**config.mk**
```make
export PLATFORM = sky130hd
export DESIGN_NAME = tx_arbiter_flat
export DESIGN_NICKNAME = d
export VERILOG_FILES = /design/src/rtl/tx_arbiter_if.sv /design/src/rtl/tx_arbiter.sv /design/src/flat_wrapper.sv
export SDC_FILE = /design/constraint.sdc
export NUM_CORES = 1
export LEC_CHECK = 0
export ABC_AREA = 1
export CAP_MARGIN = 20
export CORE_ASPECT_RATIO = 0.8
export CORE_MARGIN = 4
export CORE_UTILIZATION = 45
export DETAILED_ROUTE_END_ITERATION = 8
export PLACE_DENSITY = 0.7
export SYNTH_ARGS = -nofsm -noshare
export SYNTH_HDL_FRONTEND = slang
export SYNTH_SLANG_ARGS = --single-unit
```
**constraint.sdc**
```tcl
create_clock -name clk -period 2.7 [get_ports clk]
set_input_delay 0.405 -clock clk [delete_from_list [all_inputs] [get_ports clk]]
set_output_delay 0.405 -clock clk [all_outputs]
set_load 0.02 [all_outputs]
```
**src/rtl/tx_arbiter_if.sv**
```systemverilog
// Handshake bundle between the two byte requesters, the UART transmitter and tx_arbiter.
// master: requesters + UART side (drives requests and tx_ack).
// slave: the arbiter.
interface tx_arbiter_if;
  logic       en;
  logic [7:0] p0_data;
  logic       p0_valid;
  logic       p0_ack;
  logic [7:0] p1_data;
  logic       p1_valid;
  logic       p1_last;
  logic       p1_ack;
  logic [7:0] out_data;
  logic       out_valid;
  logic       tx_ack;
  logic       lock;
  logic       lock_timeout;

  modport master (
    output en, p0_data, p0_valid, p1_data, p1_valid, p1_last, tx_ack,
    input  p0_ack, p1_ack, out_data, out_valid, lock, lock_timeout
  );

  modport slave (
    input  en, p0_data, p0_valid, p1_data, p1_valid, p1_last, tx_ack,
    output p0_ack, p1_ack, out_data, out_valid, lock, lock_timeout
  );
endinterface

```
**src/rtl/tx_arbiter.sv**
```systemverilog
// Two-port byte arbiter feeding a UART transmitter. Port 0 carries meter traffic, port 1
// carries multi-byte status messages that lock the output until their last byte. Bytes are
// separated by GAP_CYCLES idle cycles, and a stalled port-1 message releases its lock after
// LOCK_TIMEOUT idle cycles.
module tx_arbiter #(
  parameter int unsigned GAP_CYCLES   = 2,
  parameter int unsigned LOCK_TIMEOUT = 255
) (
  input logic         clk,
  input logic         rst,
  tx_arbiter_if.slave bus
);

  localparam logic [3:0] GapLast  = 4'(GAP_CYCLES - 1);
  localparam logic [7:0] LockLast = 8'(LOCK_TIMEOUT - 1);

  typedef enum logic [1:0] {StIdle, StSend, StGap} state_e;

  state_e     state_q, state_d;
  logic [3:0] gap_cnt_q, gap_cnt_d;
  logic [7:0] lock_cnt_q, lock_cnt_d;
  logic       lock_q, lock_d;
  logic       last_p1_q, last_p1_d;  // 1: port 1 was served last
  logic [7:0] out_data_q, out_data_d;
  logic       out_valid_q, out_valid_d;
  logic       lock_timeout_q, lock_timeout_d;
  logic       grant_p0, grant_p1;

  // State and datapath registers.
  always_ff @(posedge clk or posedge rst) begin
    if (rst) begin
      state_q        <= StIdle;
      gap_cnt_q      <= '0;
      lock_cnt_q     <= '0;
      lock_q         <= 1'b0;
      last_p1_q      <= 1'b1;
      out_data_q     <= '0;
      out_valid_q    <= 1'b0;
      lock_timeout_q <= 1'b0;
    end else begin
      state_q        <= state_d;
      gap_cnt_q      <= gap_cnt_d;
      lock_cnt_q     <= lock_cnt_d;
      lock_q         <= lock_d;
      last_p1_q      <= last_p1_d;
      out_data_q     <= out_data_d;
      out_valid_q    <= out_valid_d;
      lock_timeout_q <= lock_timeout_d;
    end
  end

  // Grant selection, next-state and lock-timer logic.
  always_comb begin
    state_d        = state_q;
    gap_cnt_d      = gap_cnt_q;
    lock_cnt_d     = lock_cnt_q;
    lock_d         = lock_q;
    last_p1_d      = last_p1_q;
    out_data_d     = out_data_q;
    out_valid_d    = out_valid_q;
    lock_timeout_d = 1'b0;
    grant_p0       = 1'b0;
    grant_p1       = 1'b0;

    unique case (state_q)
      StIdle: begin
        if (bus.en) begin
          if (lock_q) begin
            grant_p1 = bus.p1_valid;
          end else if (bus.p0_valid && bus.p1_valid) begin
            grant_p0 = last_p1_q;
            grant_p1 = ~last_p1_q;
          end else begin
            grant_p0 = bus.p0_valid;
            grant_p1 = bus.p1_valid;
          end
        end

        if (grant_p0) begin
          out_data_d  = bus.p0_data;
          out_valid_d = 1'b1;
          last_p1_d   = 1'b0;
          state_d     = StSend;
        end else if (grant_p1) begin
          out_data_d  = bus.p1_data;
          out_valid_d = 1'b1;
          last_p1_d   = 1'b1;
          lock_d      = ~bus.p1_last;
          lock_cnt_d  = '0;
          state_d     = StSend;
        end else if (lock_q) begin
          // Held lock with no port-1 byte this cycle; counts even while en is low.
          if (lock_cnt_q == LockLast) begin
            lock_d         = 1'b0;
            lock_timeout_d = 1'b1;
            lock_cnt_d     = '0;
          end else begin
            lock_cnt_d = lock_cnt_q + 8'd1;
          end
        end
      end

      StSend: begin
        if (bus.tx_ack) begin
          out_valid_d = 1'b0;
          gap_cnt_d   = '0;
          state_d     = StGap;
        end
      end

      StGap: begin
        if (gap_cnt_q == GapLast) begin
          state_d = StIdle;
        end else begin
          gap_cnt_d = gap_cnt_q + 4'd1;
        end
      end

      default: state_d = StIdle;
    endcase

    if (!lock_d) begin
      lock_cnt_d = '0;
    end
  end

  // Acks are same-cycle pulses; reset forces them low even though they are combinational.
  assign bus.p0_ack       = grant_p0 & ~rst;
  assign bus.p1_ack       = grant_p1 & ~rst;
  assign bus.out_data     = out_data_q;
  assign bus.out_valid    = out_valid_q;
  assign bus.lock         = lock_q;
  assign bus.lock_timeout = lock_timeout_q;

endmodule

```
**src/flat_wrapper.sv**
```systemverilog
// flat-port wrapper written by rule: the top's interface ports become plain ports
module tx_arbiter_flat 
#(
  parameter int unsigned GAP_CYCLES   = 2,
  parameter int unsigned LOCK_TIMEOUT = 255
)
  (clk, rst, bus_en, bus_p0_data, bus_p0_valid, bus_p1_data, bus_p1_valid, bus_p1_last, bus_tx_ack, bus_p0_ack, bus_p1_ack, bus_out_data, bus_out_valid, bus_lock, bus_lock_timeout);
  tx_arbiter_if bus_i ();
  input logic clk;
  input logic rst;
  input wire logic [$bits(bus_i.en)-1:0] bus_en;
  input wire logic [$bits(bus_i.p0_data)-1:0] bus_p0_data;
  input wire logic [$bits(bus_i.p0_valid)-1:0] bus_p0_valid;
  input wire logic [$bits(bus_i.p1_data)-1:0] bus_p1_data;
  input wire logic [$bits(bus_i.p1_valid)-1:0] bus_p1_valid;
  input wire logic [$bits(bus_i.p1_last)-1:0] bus_p1_last;
  input wire logic [$bits(bus_i.tx_ack)-1:0] bus_tx_ack;
  output wire logic [$bits(bus_i.p0_ack)-1:0] bus_p0_ack;
  output wire logic [$bits(bus_i.p1_ack)-1:0] bus_p1_ack;
  output wire logic [$bits(bus_i.out_data)-1:0] bus_out_data;
  output wire logic [$bits(bus_i.out_valid)-1:0] bus_out_valid;
  output wire logic [$bits(bus_i.lock)-1:0] bus_lock;
  output wire logic [$bits(bus_i.lock_timeout)-1:0] bus_lock_timeout;
  assign bus_i.en = bus_en;
  assign bus_i.p0_data = bus_p0_data;
  assign bus_i.p0_valid = bus_p0_valid;
  assign bus_i.p1_data = bus_p1_data;
  assign bus_i.p1_valid = bus_p1_valid;
  assign bus_i.p1_last = bus_p1_last;
  assign bus_i.tx_ack = bus_tx_ack;
  assign bus_p0_ack = bus_i.p0_ack;
  assign bus_p1_ack = bus_i.p1_ack;
  assign bus_out_data = bus_i.out_data;
  assign bus_out_valid = bus_i.out_valid;
  assign bus_lock = bus_i.lock;
  assign bus_lock_timeout = bus_i.lock_timeout;
  tx_arbiter #(.GAP_CYCLES(GAP_CYCLES), .LOCK_TIMEOUT(LOCK_TIMEOUT)) u_core (.clk(clk), .rst(rst), .bus(bus_i));
endmodule
```
==> impl_metrics.csv <==
group,metric,value,unit
die,die_area,4380,µm²
power_and_ir_drop,power.internal,942,µW
cts,cts.path.max_buffers,2,
yosys,synth_flop_cell,"dfrtp_1",
drt,vias,1293,
cts,ctsResizeCount,0,
timing,rsz0062_at_grt,"no",
drt,top_layer_used,"met4",
die,num_io_pins,36,
yosys,synth-seq-cells,26,
power_and_ir_drop,p_comb_share,46.3,%
placed_design,numPortBuffers,35,
cts,post_cts_buffers,0,
power_and_ir_drop,switching_share,40.4,%
timing,drv_slew,0,
drt,drt_wl_total,3080,µm
yosys,synth_common_cells,"nand2_1 (86), dfrtp_1 (25), inv_1 (22)",
global_route,overflow,0,
cts,postCtsHoldBufs,0,
yosys,synth_area_leaders,"dfrtp_1 (41%), nand2_1 (21%), inv_1 (5.4%)",
die,die_w,73.0,µm
drt,ant_nets,0,
final_layout,stdcell_count,284,
yosys,synth_cell_types,29,
yosys,synth-edff-count,0,
critical_path,reg2reg_slack,1.33,ns
final_layout,area_growth_syn_to_layout,29.9,%
global_route,grt_usage,16.0,%
die,row_count,18,
yosys,async_flop_share,100,%
cts,numCtsBuffers,3,
drt,wl_met3,122,µm
timing,slew_headroom,80.3,%
cts,insertion_delay,0.27,ns
critical_path,end_kind,"output pin",
timing,max_freq,430,MHz
power_and_ir_drop,ir_worst_vdd,0.000491,V
timing,hold_violations,0,
die,start_util,47.9,%
timing,layout_min_cycle_time,2.33,ns
critical_path,cp_cell_sequence,"clkdlybuf4s50_1 > nand2_1 > inv_2 > nand4_2 > nor2_1 > clkdlybuf4s50_1",
die,core,3180,µm²
drt,met1_length,1690,µm
cts,cts_sinks,26,
critical_path,rr_worst_depth,9,
critical_path,crit_path_frequent_cell,"clkdlybuf4s50_1",
critical_path,critPathMaxFanout,3,
yosys,synth_area_per_cell,7.42,µm²
die,die_h,60.0,µm
timing,tns,0,ns
critical_path,slowest_stage,"clkdlybuf4s50_1",
critical_path,crit_path_start_kind,"primary input",
placed_design,placedCellCount,280,
yosys,syn_inst,205,
critical_path,required,2.30,ns
critical_path,crit_type,"in -> out",
global_route,grt_pass1_vias,1202,
power_and_ir_drop,p_sw,638,µW
final_layout,drive_above_1_share,12.7,%
cts,cts_tree,"done",
final_layout,fin_nets,272,
timing,fin_crit_sh,86.2,%
critical_path,r2r_end,"u_core.lock_cnt_q[1]",
worst_hold_path,min_path_type,"in -> async",
power_and_ir_drop,leakage,1.01,nW
critical_path,crit_path_max_incr_delay,0.61,ns
cts,htree_num_levels,1,
drt,firstDrtPassIters,4,
drt,wl_met2,1240,µm
drt,drt-initial-drc-count,35,
drt,route.detailed.drc,0,
timing,tightestPinTransition,0.296,ns
cts,cts_root_buffer,"clkbuf_8",
global_route,grt_pass1_wl,5400,µm
critical_path,r2r_start,"u_core.lock_cnt_q[0]",
run,drv_cap,0,
yosys,synth_area_leader_cell,"dfrtp_1",
power_and_ir_drop,clockPowerShare,15.7,%
power_and_ir_drop,p_per_area,799,nW/µm²
global_route,antenna_found_initial,0,
yosys,netlist_area,1520,µm²
yosys,yosysTopAreaCellShare,41.1,%
yosys,yosysSeqAreaShare,42.8,%
yosys,yosys_warnings,0,
placed_design,place.gp.congestion,0.807,
placed_design,dp_hpwl,2450,µm
power_and_ir_drop,p_seq_share,38.1,%
yosys,synth.most_common_cell,"nand2_1",
drt,routedWlPerCell,10.9,µm
cts,clk_pin_slew,0.09,ns
final_layout,n_antenna_cell,0,
status,run_status,"finished clean",
global_route,grt_max_degree,21,
final_layout,fillers,278,
drt,viasPerCell,4.55,
critical_path,crit_arrival,1.92,ns
timing,setup_viol,0,
timing,clock_skew,0.00301,ns
yosys,syn-num-nets,232,
layout by cell type, fill, tap and decap left out, types with 3 or more instances in the layout:
cell type	count
inv_2	4
inv_1	22
ha_1	4
o21ai_1	9
nor2_1	14
dfrtp_1	25
nand2_1	86
nor2_4	3
nand3_1	9
clkbuf_8	4
nand2_2	6
clkdlybuf4s50_1	35
flip-flops by register name (all words and copies together), names as in the netlist:
name	flops
u_core.state_q	2
u_core.bus.out_data	8
u_core.gap_cnt_q	4
u_core.bus.lock_timeout	1
u_core.bus.lock	1
u_core.lock_cnt_q	8
u_core.last_p1_q	1
u_core.bus.out_valid	1
power groups by stage:
stage / registers (mW) / clock network [mW] / logic (mW)
6_report: 0.602 / 0.247 / 0.731
5_1_grt: 0.623 / 0.274 / 0.818
4_1_cts: 0.602 / 0.257 / 0.744
3_5_place_dp: 0.610 / 0 / 0.743
3_3_place_gp: 0.607 / 0 / 0.737
2_1_floorplan: 0.686 / 0 / 0.396
routing by layer:
metal  GRT usage (%)  vias to the layer above
met4            3.95                        0
met3            4.37                        4
met5               0                        -
met2            23.2                       16
met1            23.6                      571
li1                -                      702
how the worst max path moves through the flow:
stage,from,to,slack (ns),depth (start not counted)
after floorplan,u_core.bus.lock,bus_p1_ack,1.19,4
after global placement,bus_p0_valid,bus_p0_ack,0.38,6
after detailed placement,bus_p0_valid,bus_p0_ack,0.36,6
after CTS,bus_p0_valid,bus_p0_ack,0.35,6
after global routing,bus_p0_valid,bus_p0_ack,0.27,6
final,bus_p0_valid,bus_p0_ack,0.37,6
cell families (layout without fill, tap and decap cells):
family / after synthesis / in the layout / synth area share (%)
buffers and inverters: 29 / 68 / 7.90
XOR/XNOR: 2 / 2 / 1.15
AND/OR/NAND/NOR: 129 / 129 / 39.1
AO/OA/AOI/OAI: 15 / 15 / 5.67
flip-flops: 26 / 26 / 42.8
adder cells (fa/ha/maj): 4 / 4 / 3.29
critical path, delay by kind of cell:
family | cells | cell delay, ns
simple gates | 3 | 0.32
buf+inv | 3 | 1.19
area by class of cell:
class                      count  area [µm²]  share of cell area [%]
multi-input combinational    150         749                    37.9
sequential                    26         652                    33.0
timing repair buffer          36         358                    18.1
inverter                      28         113                    5.70
clock buffer                   4        55.1                    2.78
tap                           40        50.0                    2.53
per-stage QoR:
stage	area, µm²	hold WS [ns]	power, mW	setup WS [ns]	util (%)
floorplan	1520	0.444	1.08	1.19	-
detailed placement	1920	0.460	1.35	0.358	60.5
global route	1980	0.472	1.71	0.267	62.3
CTS	1980	0.434	1.60	0.353	62.3
finish	1980	0.425	1.58	0.372	62.3
global placement	1920	0.455	1.34	0.383	60.5
Power figures use the tool's default switching activity.
